[src/rtl/sccb_cfg_pkg.sv]
// -----------------------------------------------------------------------------
// sccb_cfg_pkg
//
// Shared definitions for the SCCB register-table sequencer:
//   - cfg_state_t   : sequencer FSM states
//   - DATA_W / DATA_LSB / ADDR_LSB : bit layout of one table entry
//       entry = {is_delay, addr[ADDR_W-1:0], data[7:0]}
//   - delay_bit()   : position of the is_delay flag for a given address width
//   - entry_w()     : total entry width for a given address width
//   - ms_to_cycles(): milliseconds x kHz -> clock cycles, saturating at 32 bits
//
// Optional feature macro used by the sequencer: SCCB_CFG_RETRY_EN
// -----------------------------------------------------------------------------
package sccb_cfg_pkg;

    typedef enum logic [2:0] {
        IDLE,
        PWRUP,
        FETCH,
        ISSUE,
        WAIT_END,
        DELAY,
        DONE
    } cfg_state_t;

    localparam int DATA_W   = 8;
    localparam int DATA_LSB = 0;
    localparam int ADDR_LSB = DATA_W;

    function automatic int delay_bit(input int addr_w);
        return addr_w + DATA_W;
    endfunction

    function automatic int entry_w(input int addr_w);
        return addr_w + DATA_W + 1;
    endfunction

    // The product is formed at 64 bits so nothing is lost; a result that
    // does not fit the 32-bit counters saturates instead of wrapping to a
    // short wait.
    function automatic logic [31:0] ms_to_cycles(input logic [31:0] ms,
                                                 input logic [31:0] khz);
        logic [63:0] prod;
        prod = {32'd0, ms} * {32'd0, khz};
        if (prod[63:32] != 32'd0) begin
            return 32'hFFFF_FFFF;
        end
        return prod[31:0];
    endfunction

endpackage

[src/rtl/sccb_cfg_seq.sv]
// -----------------------------------------------------------------------------
// sccb_cfg_seq
//
// Walks a register table (sccb_cfg_rom, attached outside this block) and
// hands each write to an SCCB driver one at a time. Delay entries pause the
// walk for data milliseconds instead of writing.
//
// The power-up wait is measured from reset release (or the accepted start
// pulse) to the first trig: PWRUP_MS*CLK_KHZ cycles, with a floor of three
// cycles (IDLE, PWRUP, FETCH).
//
// Optional feature macro: SCCB_CFG_RETRY_EN
//   defined   : a NACKed write is re-issued up to MAX_RETRY times, then
//               cfg_err is set and the walk moves on
//   undefined : a NACK sets cfg_err and the walk moves on
//
// Ports:
//   clk           in   system clock
//   rst_n         in   asynchronous active-low reset
//   start         in   restart pulse, accepted only in IDLE or DONE
//   tbl_idx       out  current table index
//   tbl_entry     in   {is_delay, addr, data} for tbl_idx, same cycle
//   trig          out  one-cycle write request to the driver
//   driver_addr   out  register address, held until driver_end
//   driver_data   out  register data, held until driver_end
//   driver_end    in   transfer complete pulse
//   driver_nack   in   NACK flag, qualified by driver_end
//   cfg_busy      out  sequence in progress
//   sccb_cfg_end  out  one-cycle pulse after the last entry
//   cfg_err       out  sticky error flag, cleared by an accepted start
// -----------------------------------------------------------------------------
module sccb_cfg_seq
    import sccb_cfg_pkg::*;
#(
    parameter int REG_NUMBER = 250,
    parameter int ADDR_W     = 16,
    parameter int CLK_KHZ    = 25,
    parameter int PWRUP_MS   = 20,
    parameter int AUTO_START = 1,
    parameter int MAX_RETRY  = 3
) (
    input  logic                                                 clk,
    input  logic                                                 rst_n,
    input  logic                                                 start,
    output logic [((REG_NUMBER > 1) ? $clog2(REG_NUMBER) : 1)-1:0] tbl_idx,
    input  logic [entry_w(ADDR_W)-1:0]                           tbl_entry,
    output logic                                                 trig,
    output logic [ADDR_W-1:0]                                    driver_addr,
    output logic [7:0]                                           driver_data,
    input  logic                                                 driver_end,
    input  logic                                                 driver_nack,
    output logic                                                 cfg_busy,
    output logic                                                 sccb_cfg_end,
    output logic                                                 cfg_err
);

    localparam int               IDX_W        = (REG_NUMBER > 1) ? $clog2(REG_NUMBER) : 1;
    localparam logic [IDX_W-1:0] LAST_IDX     = IDX_W'(REG_NUMBER - 1);
    localparam int               DELAY_BIT    = delay_bit(ADDR_W);
    localparam logic [31:0]      PWRUP_CYCLES = ms_to_cycles(32'(PWRUP_MS), 32'(CLK_KHZ));
    // The counter starts at 1 on the PWRUP entry edge and FETCH adds one
    // more cycle, so PWRUP is left two cycles before the full count.
    localparam logic [31:0]      PWRUP_LAST   = (PWRUP_CYCLES > 32'd2) ? PWRUP_CYCLES - 32'd2 : 32'd0;

    if (ADDR_W != 8 && ADDR_W != 16) begin : g_addr_w_check
        $error("sccb_cfg_seq: ADDR_W must be 8 or 16");
    end
    if (MAX_RETRY < 0) begin : g_retry_check
        $error("sccb_cfg_seq: MAX_RETRY must be non-negative");
    end

    cfg_state_t        state_q, state_d;
    logic [IDX_W-1:0]  idx_q;
    logic [31:0]       cnt_q;
    logic [31:0]       dly_q;
    logic [ADDR_W-1:0] addr_q;
    logic [7:0]        data_q;
    logic              err_q;
    logic              end_q;
    logic              auto_arm_q;

    logic              entry_is_delay;
    logic [ADDR_W-1:0] entry_addr;
    logic [7:0]        entry_data;
    logic [31:0]       entry_delay_cycles;
    logic              last_entry;

    logic advance;
    logic idx_clr, idx_inc;
    logic cnt_clr, cnt_one, cnt_inc;
    logic load_drv, load_dly;
    logic err_set, err_clr;
    logic end_set, arm_clr;

`ifdef SCCB_CFG_RETRY_EN
    localparam int RETRY_W = (MAX_RETRY > 0) ? $clog2(MAX_RETRY + 1) : 1;
    logic [RETRY_W-1:0] retry_q;
    logic               retry_inc, retry_clr;
`endif

    assign entry_is_delay     = tbl_entry[DELAY_BIT];
    assign entry_addr         = tbl_entry[ADDR_LSB +: ADDR_W];
    assign entry_data         = tbl_entry[DATA_LSB +: DATA_W];
    assign entry_delay_cycles = ms_to_cycles({24'd0, entry_data}, 32'(CLK_KHZ));
    assign last_entry         = (idx_q == LAST_IDX);

    // Next-state logic and datapath strobes. Moving on from an entry is
    // funnelled through 'advance' so the last-entry handling lives in one
    // place: the final entry ends the run instead of bumping the index.
    always_comb begin
        state_d  = state_q;
        advance  = 1'b0;
        idx_clr  = 1'b0;
        idx_inc  = 1'b0;
        cnt_clr  = 1'b0;
        cnt_one  = 1'b0;
        cnt_inc  = 1'b0;
        load_drv = 1'b0;
        load_dly = 1'b0;
        err_set  = 1'b0;
        err_clr  = 1'b0;
        end_set  = 1'b0;
        arm_clr  = 1'b0;
`ifdef SCCB_CFG_RETRY_EN
        retry_inc = 1'b0;
        retry_clr = 1'b0;
`endif

        case (state_q)
            IDLE: begin
                if (start || auto_arm_q) begin
                    state_d = PWRUP;
                    cnt_one = 1'b1;
                    idx_clr = 1'b1;
                    arm_clr = 1'b1;
                    err_clr = start;
                end
            end

            PWRUP: begin
                if (cnt_q >= PWRUP_LAST) begin
                    state_d = FETCH;
                    cnt_clr = 1'b1;
                    idx_clr = 1'b1;
                end else begin
                    cnt_inc = 1'b1;
                end
            end

            FETCH: begin
                if (entry_is_delay) begin
                    if (entry_delay_cycles == 32'd0) begin
                        advance = 1'b1;
                    end else begin
                        state_d  = DELAY;
                        load_dly = 1'b1;
                        cnt_one  = 1'b1;
                    end
                end else begin
                    state_d  = ISSUE;
                    load_drv = 1'b1;
                end
            end

            ISSUE: begin
                state_d = WAIT_END;
            end

            WAIT_END: begin
                if (driver_end) begin
                    if (driver_nack) begin
`ifdef SCCB_CFG_RETRY_EN
                        if (retry_q < RETRY_W'(MAX_RETRY)) begin
                            state_d   = ISSUE;
                            retry_inc = 1'b1;
                        end else begin
                            retry_clr = 1'b1;
                            err_set   = 1'b1;
                            advance   = 1'b1;
                        end
`else
                        err_set = 1'b1;
                        advance = 1'b1;
`endif
                    end else begin
`ifdef SCCB_CFG_RETRY_EN
                        retry_clr = 1'b1;
`endif
                        advance = 1'b1;
                    end
                end
            end

            DELAY: begin
                if (cnt_q >= dly_q) begin
                    cnt_clr = 1'b1;
                    advance = 1'b1;
                end else begin
                    cnt_inc = 1'b1;
                end
            end

            DONE: begin
                if (start) begin
                    state_d = PWRUP;
                    cnt_one = 1'b1;
                    idx_clr = 1'b1;
                    err_clr = 1'b1;
                end
            end

            default: begin
                state_d = IDLE;
            end
        endcase

        if (advance) begin
            if (last_entry) begin
                state_d = DONE;
                end_set = 1'b1;
            end else begin
                state_d = FETCH;
                idx_inc = 1'b1;
            end
        end
    end

    // State and datapath registers. The index and counters saturate so a
    // stray strobe can never wrap them back into the table.
    always_ff @(posedge clk or negedge rst_n) begin
        if (!rst_n) begin
            state_q    <= IDLE;
            idx_q      <= '0;
            cnt_q      <= '0;
            dly_q      <= '0;
            addr_q     <= '0;
            data_q     <= '0;
            err_q      <= 1'b0;
            end_q      <= 1'b0;
            auto_arm_q <= (AUTO_START != 0);
        end else begin
            state_q <= state_d;

            if (idx_clr) begin
                idx_q <= '0;
            end else if (idx_inc && (idx_q != LAST_IDX)) begin
                idx_q <= idx_q + 1'b1;
            end

            if (cnt_clr) begin
                cnt_q <= '0;
            end else if (cnt_one) begin
                cnt_q <= 32'd1;
            end else if (cnt_inc && (cnt_q != 32'hFFFF_FFFF)) begin
                cnt_q <= cnt_q + 32'd1;
            end

            if (load_dly) begin
                dly_q <= entry_delay_cycles;
            end

            if (load_drv) begin
                addr_q <= entry_addr;
                data_q <= entry_data;
            end

            if (err_clr) begin
                err_q <= 1'b0;
            end else if (err_set) begin
                err_q <= 1'b1;
            end

            end_q <= end_set;

            if (arm_clr) begin
                auto_arm_q <= 1'b0;
            end
        end
    end

`ifdef SCCB_CFG_RETRY_EN
    // Retries are counted per entry and cleared whenever the entry is left.
    always_ff @(posedge clk or negedge rst_n) begin
        if (!rst_n) begin
            retry_q <= '0;
        end else if (retry_clr || (state_q == PWRUP)) begin
            retry_q <= '0;
        end else if (retry_inc) begin
            retry_q <= retry_q + 1'b1;
        end
    end
`endif

    assign tbl_idx      = idx_q;
    assign trig         = (state_q == ISSUE);
    assign driver_addr  = addr_q;
    assign driver_data  = data_q;
    assign cfg_busy     = (state_q != IDLE) && (state_q != DONE);
    assign sccb_cfg_end = end_q;
    assign cfg_err      = err_q;

endmodule
[config.mk]
export PLATFORM = sky130hd
export DESIGN_NAME = sccb_cfg_seq
export DESIGN_NICKNAME = d
export VERILOG_FILES = /design/src/rtl/sccb_cfg_pkg.sv /design/src/rtl/sccb_cfg_seq.sv
export SDC_FILE = /design/constraint.sdc
export NUM_CORES = 1
export LEC_CHECK = 0
export ABC_AREA = 0
export CAP_MARGIN = 20
export CORE_MARGIN = 2
export CORE_UTILIZATION = 45
export DETAILED_ROUTE_END_ITERATION = 7
export PLACE_DENSITY = 0.68
export SKIP_LAST_GASP = 1
export SLEW_MARGIN = 20
export SYNTH_ARGS = -nofsm -noshare
export SYNTH_HDL_FRONTEND = slang
export SYNTH_SLANG_ARGS = --single-unit
[constraint.sdc]
create_clock -name clk -period 5 [get_ports clk]
set_input_delay 0.5 -clock clk [delete_from_list [all_inputs] [get_ports clk]]
set_output_delay 0.5 -clock clk [all_outputs]
set_load 0.005 [all_outputs]
-- Word-level counts from Yosys, hierarchy flattened
Index checks and enable logic that the tools add are counted.
- logic and storage cells: 85
- register bits: 83
- output and inout port bits: 36
- bits of input ports: 30
- multiply operators: 1
- $lt $le $gt $ge: 2
- reduce and logical (&&, ||, !) cells: 12
- add/subtract/negate cells: 2
- equal/unequal tests: 15
- mux-type cells: 44
- operator list (cell ; count):
    32-bit 2-to-1 mux ; 3
    32-bit by 1-bit adder with 32-bit output (second input constant) ; 1
    32-bit by 13-bit >= comparator with 1-bit output ; 1
    32-bit by 9-bit >= comparator with 1-bit output (second input constant) ; 1
    32-bit logical NOT ; 1
    32-bit inequality test (second input constant) ; 1
    1-bit 2-to-1 mux ; 25
    3-bit 2-to-1 mux ; 7
    3-bit case mux with 6 select lines ; 1
    8-bit 2-to-1 mux ; 2
    8-bit by 5-bit multiplier with 13-bit output (second input constant) ; 1
    3-bit inequality test (second input constant) ; 4
    3-bit == test (second input constant) ; 3
    1-bit case mux with 3 select lines ; 3
    8-bit by 1-bit adder with 8-bit output (second input constant) ; 1
    8-bit == test (second input constant) ; 1
    8-bit inequality test (second input constant) ; 1
    3-bit by 2-bit == test with 1-bit output (second input constant) ; 2
    1-bit case mux with 2 select lines ; 3
    3-bit nonzero test ; 2
    5-bit AND reduction ; 1
    4-bit inequality test (second input constant) ; 1
    2-bit nonzero test ; 2
    3-bit by 1-bit == test with 1-bit output (second input constant) ; 1
    other kinds (5) ; 7

-- Longest topological paths before layout
Gate-level depths: netlist of run 1.
- word-level depth: 9
- depth in mapped cells: 16

-- Worst setup path before layout of run 1
No wires, ideal clock.
- path type: input-to-reg
- from: input port tbl_entry[3]
- to: register cnt_q[0]
- cell stages on the path: 12
- path buffers: 0
- required time: 4.874 ns
- library setup time: 0.126 ns
- arrival time: 3.472 ns
- setup slack: 1.402 ns
- cell sequence: ha_1 -> ha_1 -> inv_1 -> fa_1 -> inv_1 -> ha_1 -> nor2_1 -> a211oi_2 -> o21a_1 -> o2111ai_1 -> o31a_1 -> o311a_1
- word-level cells in the longest chain between the ends: 7
- elaborated cells on any way between the ends: 8
- those cells by class: mul (1); mux (5); reduce/logical (2)
- ends and longest elaborated chain (what ; line ; RTL):
    start: declaration ; sccb_cfg_seq.sv:46 ; input logic [entry_w(ADDR_W)-1:0] tbl_entry,
    8-bit by 5-bit multiplier with 13-bit output (*) ; sccb_cfg_pkg.sv:44 ; prod = {32'd0, ms} * {32'd0, khz};
    32-bit logical NOT (*) ; sccb_cfg_seq.sv:152 ; if (entry_delay_cycles == 32'd0) begin
    1-bit 2-to-1 mux (*) ; sccb_cfg_seq.sv:152 ;
    1-bit 2-to-1 mux (*) ; sccb_cfg_seq.sv:151 ; if (entry_is_delay) begin
    1-bit case mux with 3 select lines (*) ; sccb_cfg_seq.sv:129 ; case (state_q)
    32-bit 2-to-1 mux ; sccb_cfg_seq.sv:252 ; end else if (cnt_one) begin
    32-bit 2-to-1 mux ; sccb_cfg_seq.sv:250 ; if (cnt_clr) begin
    end signal: assignment ; sccb_cfg_seq.sv:255 ; cnt_q <= cnt_q + 32'd1;
    end: declaration ; sccb_cfg_seq.sv:74 ; logic [31:0] cnt_q;
Every way passes the cells marked *; elsewhere a longest branch is shown, timed or not.
A chain may end at the register's enable or synchronous reset.

-- Final worst setup path of run 1
- from: input port tbl_entry[2]
- to: register cnt_q[16]
The elaborated chain is that of the path after synthesis.

==> results of run 1 <==
sequential cells by signal, summed over array words and instances (netlist names):
signal        cells
driver_data       8
cnt_q            32
cfg_err           1
state_q           3
driver_addr      16
dly_q            13
auto_arm_q        1
tbl_idx           8
sccb_cfg_end      1
metal layers:
| metal | up-vias | wire length, um | global-route usage, % |
|---|---|---|---|
| li1 | 1709 | - | - |
| met1 | 1672 | 4620 | 24.1 |
| met2 | 62 | 4530 | 28.0 |
| met3 | 12 | 333 | 3.53 |
| met4 | 0 | 121 | 5.47 |
| met5 | - | 0 | 0 |
cells in the final DEF, fill, tap and decap left out, types with 7 or more instances in the layout:
cell type        Yosys  final
nand3_1              9      9
mux2_2              24     24
inv_1               33     33
nand2_1             34     34
ha_1                47     47
clkdlybuf4s50_1      0     64
a21o_1               7      7
and2_1              19     19
clkbuf_8             0      9
nor2_1              10     10
or3_1               10     10
dfrtp_1             82     82
mux2i_1              9      9
o21ai_0             26     26
o31ai_1              7      7
a21oi_1             21     21
power by group through the flow:
stage	Combinational, mW	Clock, mW	Sequential (mW)
after floorplan	0.217	0	0.748
after global placement	0.312	0	0.759
after detailed placement	0.321	0	0.762
after CTS	0.324	0.508	0.749
after global routing	0.366	0.534	0.755
final	0.320	0.494	0.748
cell usage after synthesis, types with 5 or more instances:
cell type / number / area, sq um
inv_1: 33 / 124
nand2_1: 34 / 128
nor3_1: 6 / 30.0
xnor2_1: 5 / 43.8
dfrtp_1: 82 / 2050
nor2_1: 10 / 37.5
a21o_1: 7 / 52.6
and2_1: 19 / 119
buf_2: 7 / 35.0
a21oi_1: 21 / 105
or3_1: 10 / 62.6
o31ai_1: 7 / 52.6
ha_1: 47 / 588
mux2_2: 24 / 270
mux2i_1: 9 / 90.1
o21ai_0: 26 / 130
nand3_1: 9 / 45.0
nor4_1: 5 / 31.3
final cells by class:
| class | instances | area [sq um] | share of cell area (%) |
|---|---|---|---|
| Multi-Input combinational cell | 312 | 2460 | 43.2 |
| Inverter | 33 | 124 | 2.17 |
| Clock buffer | 9 | 124 | 2.17 |
| Timing Repair Buffer | 67 | 667 | 11.7 |
| Sequential cell | 83 | 2080 | 36.4 |
| Tap cell | 136 | 170 | 2.98 |
| Clock inverter | 7 | 76.3 | 1.34 |
kinds of logic after synthesis:
logic type      after synthesis  synth area share (%)
simple gates                128                  15.5
compound gates               91                  12.9
flops                        83                  43.5
buf+inv                      51                  5.00
fa+ha+maj                    50                  13.6
mux                          33                  7.55
xor+xnor                     10                  1.99
worst max path at each step:
stage / start / endpoint / slack, ps / cells after the start
after floorplan: tbl_entry[3] / cnt_q[0]$_DFFE_PN0P_ / 1400 / 12
after global placement: tbl_entry[3] / cnt_q[14]$_DFFE_PN0P_ / 540 / 14
after detailed placement: tbl_entry[3] / cnt_q[23]$_DFFE_PN0P_ / 380 / 14
after CTS: tbl_entry[3] / cnt_q[16]$_DFFE_PN0P_ / 750 / 14
after global routing: tbl_entry[3] / cnt_q[16]$_DFFE_PN0P_ / 520 / 14
final: tbl_entry[2] / cnt_q[16]$_DFFE_PN0P_ / 750 / 13
worst max-delay path: stages:
cell	delay [ps]
clkdlybuf4s50_1	570
ha_1	270
ha_1	300
ha_1	310
inv_1	60
fa_1	450
nand2b_1	190
a211oi_2	330
o21a_1	200
o2111ai_1	280
o31ai_2	350
and3_1	510
and2_1	200
through the flow:
step	setup slack [ps]	utilization [%]	cells	instance area [sq um]	power (mW)
floorplan	1400	-	446	4780	0.965
global placement	542	53.3	631	5500	1.07
detailed placement	377	53.3	631	5500	1.08
CTS	753	55.2	647	5700	1.58
global route	521	55.2	647	5700	1.65
finish	754	55.2	647	5700	1.56
==> flow_summary.yaml, run 1 <==
run_status:
  status: "completed"
timing:
  slew_violations: 0
  setup_viol: 0
  layout_min_cycle_time_ps: 4250
  maxSlewHeadroom_pct: 49.8
  fmax_mhz: 236
  finalHoldViolations: 0
  rsz0062_at_grt: "no"
  worstMarginPinSlew_ps: 753
  fin_tns_setup_ps: 0
  worst_clock_skew_ps: 9.54
  finalCritPeriodShare_pct: 84.9
  holdWs_ps: 174
floorplanning:
  row_count: 37
  die_w_um: 107
  pin_count: 66
  chipHeight_um: 107
  dieArea_sq_mm: 0.0115
  core_area_sq_mm: 0.0103
  initial_core_util_pct: 46.3
setup_path:
  crit_fanout: 19
  r2r_start: "cnt_q[0]$_DFFE_PN0P_"
  cp.arrival_ps: 4530
  r2r_end: "cnt_q[10]$_DFFE_PN0P_"
  ff2ff_path_depth: 9
  cp-end-kind: "register"
  critPathKind: "primary input to register"
  cp.required_ps: 5290
  critPathLaunchType: "primary input"
  reg2reg_slack_ps: 2150
power:
  comb_power_share_pct: 20.5
  clkPwrFrac_pct: 31.6
  switchingPower_mw: 0.473
  internal-power_mw: 1.09
  power_leakage_nw: 2.71
  switching_share_pct: 30.3
  seq_power_share_pct: 47.9
  ir_drop_mv: 0.174
  powerDensity_mw_per_mm2: 274
drt:
  detailroute.via_count: 3455
  route.detailed.drc: 0
  ant_nets: 0
  drt_wl_total_mm: 9.60
  first_pass_iters: 8
  vias_per_cell: 5.34
  drt_iter0_markers: 117
  routedWlPerCell_um: 14.8
place:
  port_buffers: 65
  place_hpwl_mm: 7.19
  gp_congestion: 0.800
clock_network:
  post_cts_buffers: 0
  clk_pin_slew_ps: 90
  hold_buffers: 0
  cts_resized: 0
  numCtsBuffers: 9
  cts_sinks: 83
  cts_max_level: 3
  clockBufferDepth: 2
  clk_latency_ps: 350
  ctsRootBufferMaster: "clkbuf_8"
  cts_tree: "built"
logic_synthesis:
  ys.flop_type: "dfrtp_1"
  synth_seq_cells: 83
  synth_cell_types: 61
  syn_inst: 446
  synth_area_sq_mm: 0.00478
  synth_edf_count: 0
  async_flop_share_pct: 100
  syn_area_per_cell_sq_um: 10.7
  yosysSeqAreaShare_pct: 43.5
  synth_nets: 526
  ys_warn_count: 0
global_route:
  grt.total_usage_pct: 17.6
  grt_start_max_net_pins: 84
  overflow: 0
  grt_pass1_vias: 3484
  grt_first_pass_wirelength_mm: 16.2
  antenna_found_initial: 0
run:
  max_cap_viol_count: 0
cells_and_area:
  num-nets-final: 586
  nFillCells: 902
  drive_gt1_share_pct: 11.5
  n_antenna_cell: 0
  area_delta_synth_final_pct: 19.4
worst_hold_path:
  hold_path.class: "primary input to async pin"
No activity file was read; power rests on OpenSTA's default activity.
==> inputs of run 2 (changes only) <==
PLACE_DENSITY = 0.7   (was 0.68)
clock period = 3.62 ns   (was 5 ns; I/O delays follow)
==> run 2 against run 1 <==
Effect of this change: critical path depth up 2; core utilization rose by 4.9 points; critical endpoint is now state_q[2]$_DFFE_PN0P_; register-to-register slack worse by 1300 ps; die area unchanged; sequential share of layout area is 3.0 points lower; largest cell class unchanged.
==> flow_summary.yaml, run 2 (synthesized netlist as in run 1, its figures left out) <==
drt:
  routedWlPerCell_um: 15.0
  vias_per_cell: 5.36
  ant_nets: 0
  first_pass_iters: 4
  drt_wl_total_mm: 10.3
  detailroute.via_count: 3691
  route.detailed.drc: 0
  drt_iter0_markers: 135
timing:
  finalHoldViolations: 0
  fin_tns_setup_ps: 0
  layout_min_cycle_time_ps: 3450
  setup_viol: 0
  setup_slack_ps: 166
  worstMarginPinSlew_ps: 742
  finalCritPeriodShare_pct: 95.4
  fmax_mhz: 289
  maxSlewHeadroom_pct: 50.5
  slew_violations: 0
  worst_clock_skew_ps: 9.21
setup_path:
  critPathKind: "primary input to register"
  cp.required_ps: 3880
  cp.arrival_ps: 3710
  critPathLaunchType: "primary input"
  crit_fanout: 8
  cp-end-kind: "register"
  ff2ff_path_depth: 9
global_route:
  grt_pass1_vias: 3767
  grt_first_pass_wirelength_mm: 17.4
  grt_start_max_net_pins: 84
  antenna_found_initial: 0
  overflow: 0
  grt.total_usage_pct: 18.8
power:
  power_leakage_nw: 2.96
  ir_drop_mv: 0.224
  powerDensity_mw_per_mm2: 374
  total_power_mw: 2.32
clock_network:
  cts_max_level: 3
  clockBufferDepth: 2
  clk_pin_slew_ps: 100
  cts_sinks: 83
  cts_tree: "built"
  ctsRootBufferMaster: "clkbuf_8"
  clk_latency_ps: 360
  numCtsBuffers: 9
  hold_buffers: 0
floorplanning:
  row_count: 37
  core_area_sq_mm: 0.0103
  initial_core_util_pct: 46.3
  chipHeight_um: 107
  dieArea_sq_mm: 0.0115
  pin_count: 66
  die_w_um: 107
cells_and_area:
  n_antenna_cell: 0
  num-nets-final: 627
  largest_register: "cnt_q"
  largest_reg_flops: 32
  fin_util_pct: 60.2
  final_common_cell: "dfrtp_1"
  layout_common_cells: "82 x dfrtp_1, 58 x clkdlybuf4s50_1, 39 x ha_1, 39 x buf_4, 34 x nand2_1"
  area_delta_synth_final_pct: 30.1
  drive_gt1_share_pct: 21.6
place:
  dp_slack_ps: -636
  port_buffers: 65
  gp_congestion: 0.800
  place_hpwl_mm: 7.34
run_status:
  status: "completed"
run:
  max_cap_viol_count: 0
worst_hold_path:
  hold_path.class: "primary input to async pin"
==> run 2: area by class of cell <==
class                   count  area (sq um)
inverters                  33           124
clock inverters             7          76.3
flip-flops and latches     83          2080
well taps                 136           170
multi-input cells         312          2640
fillers                   852          4110
clock buffers               9           124
repair buffers            108          1000
==> run 2: power by group <==
part	internal [mW]	total [mW]	switching, mW
registers	0.971	1.04	0.0639
clock network	0.276	0.672	0.397
logic	0.326	0.616	0.290
total	1.57	2.32	0.750
==> run 2: per-layer routing <==
layer,share of wire [%],global-route usage (%),vias up
met4,1.3,6.22,0
met3,3.5,3.95,14
li1,-,-,1805
met1,46,24.2,1802
met5,0,0,-
met2,49,31.5,70
==> run 2: path summary, 6_finish.rpt <==
check / start / to / slack, ps
setup / recovery: tbl_entry[2] / state_q[2]$_DFFE_PN0P_ / 170
hold / removal: rst_n / cfg_err$_DFFE_PN0P_ / 20
setup reg to reg: cnt_q[0]$_DFFE_PN0P_ / cnt_q[10]$_DFFE_PN0P_ / 810
hold reg to reg: auto_arm_q$_DFFE_PN1P_ / auto_arm_q$_DFFE_PN1P_ / 480
max in group asynchronous: rst_n / driver_addr[3]$_DFFE_PN0P_ / 3080
min in group clk: tbl_entry[1] / driver_data[1]$_DFFE_PN0P_ / 290
==> run 2: per-stage QoR <==
stage | hold WS [ps] | area (sq um) | cells
finish | 18.0 | 6210 | 688
global route | 90.8 | 6210 | 688
CTS | 222 | 6080 | 688
detailed placement | 461 | 5820 | 671
global placement | 451 | 5820 | 671
floorplan | 66.4 | 4780 | 446
==> run 2: timing repair <==
item	4_1_cts	5_1_grt
setup endpoints to repair	52	53
setup buffers	1	0
pin swaps	4	5
hold endpoints to repair	0	0
gates resized for setup	14	19
==> run 2: critical path, cell delays in order <==
cell and delay [ps]:
dlygate4sd2_1 280, ha_1 310, ha_1 320, fa_1 510, ha_4 200, buf_4 130, a21o_1 160, a21oi_1 200
buf_4 150, a22oi_1 80, nor2_2 250, nor4_4 90, buf_4 180, o21ba_2 210, a311o_1 260
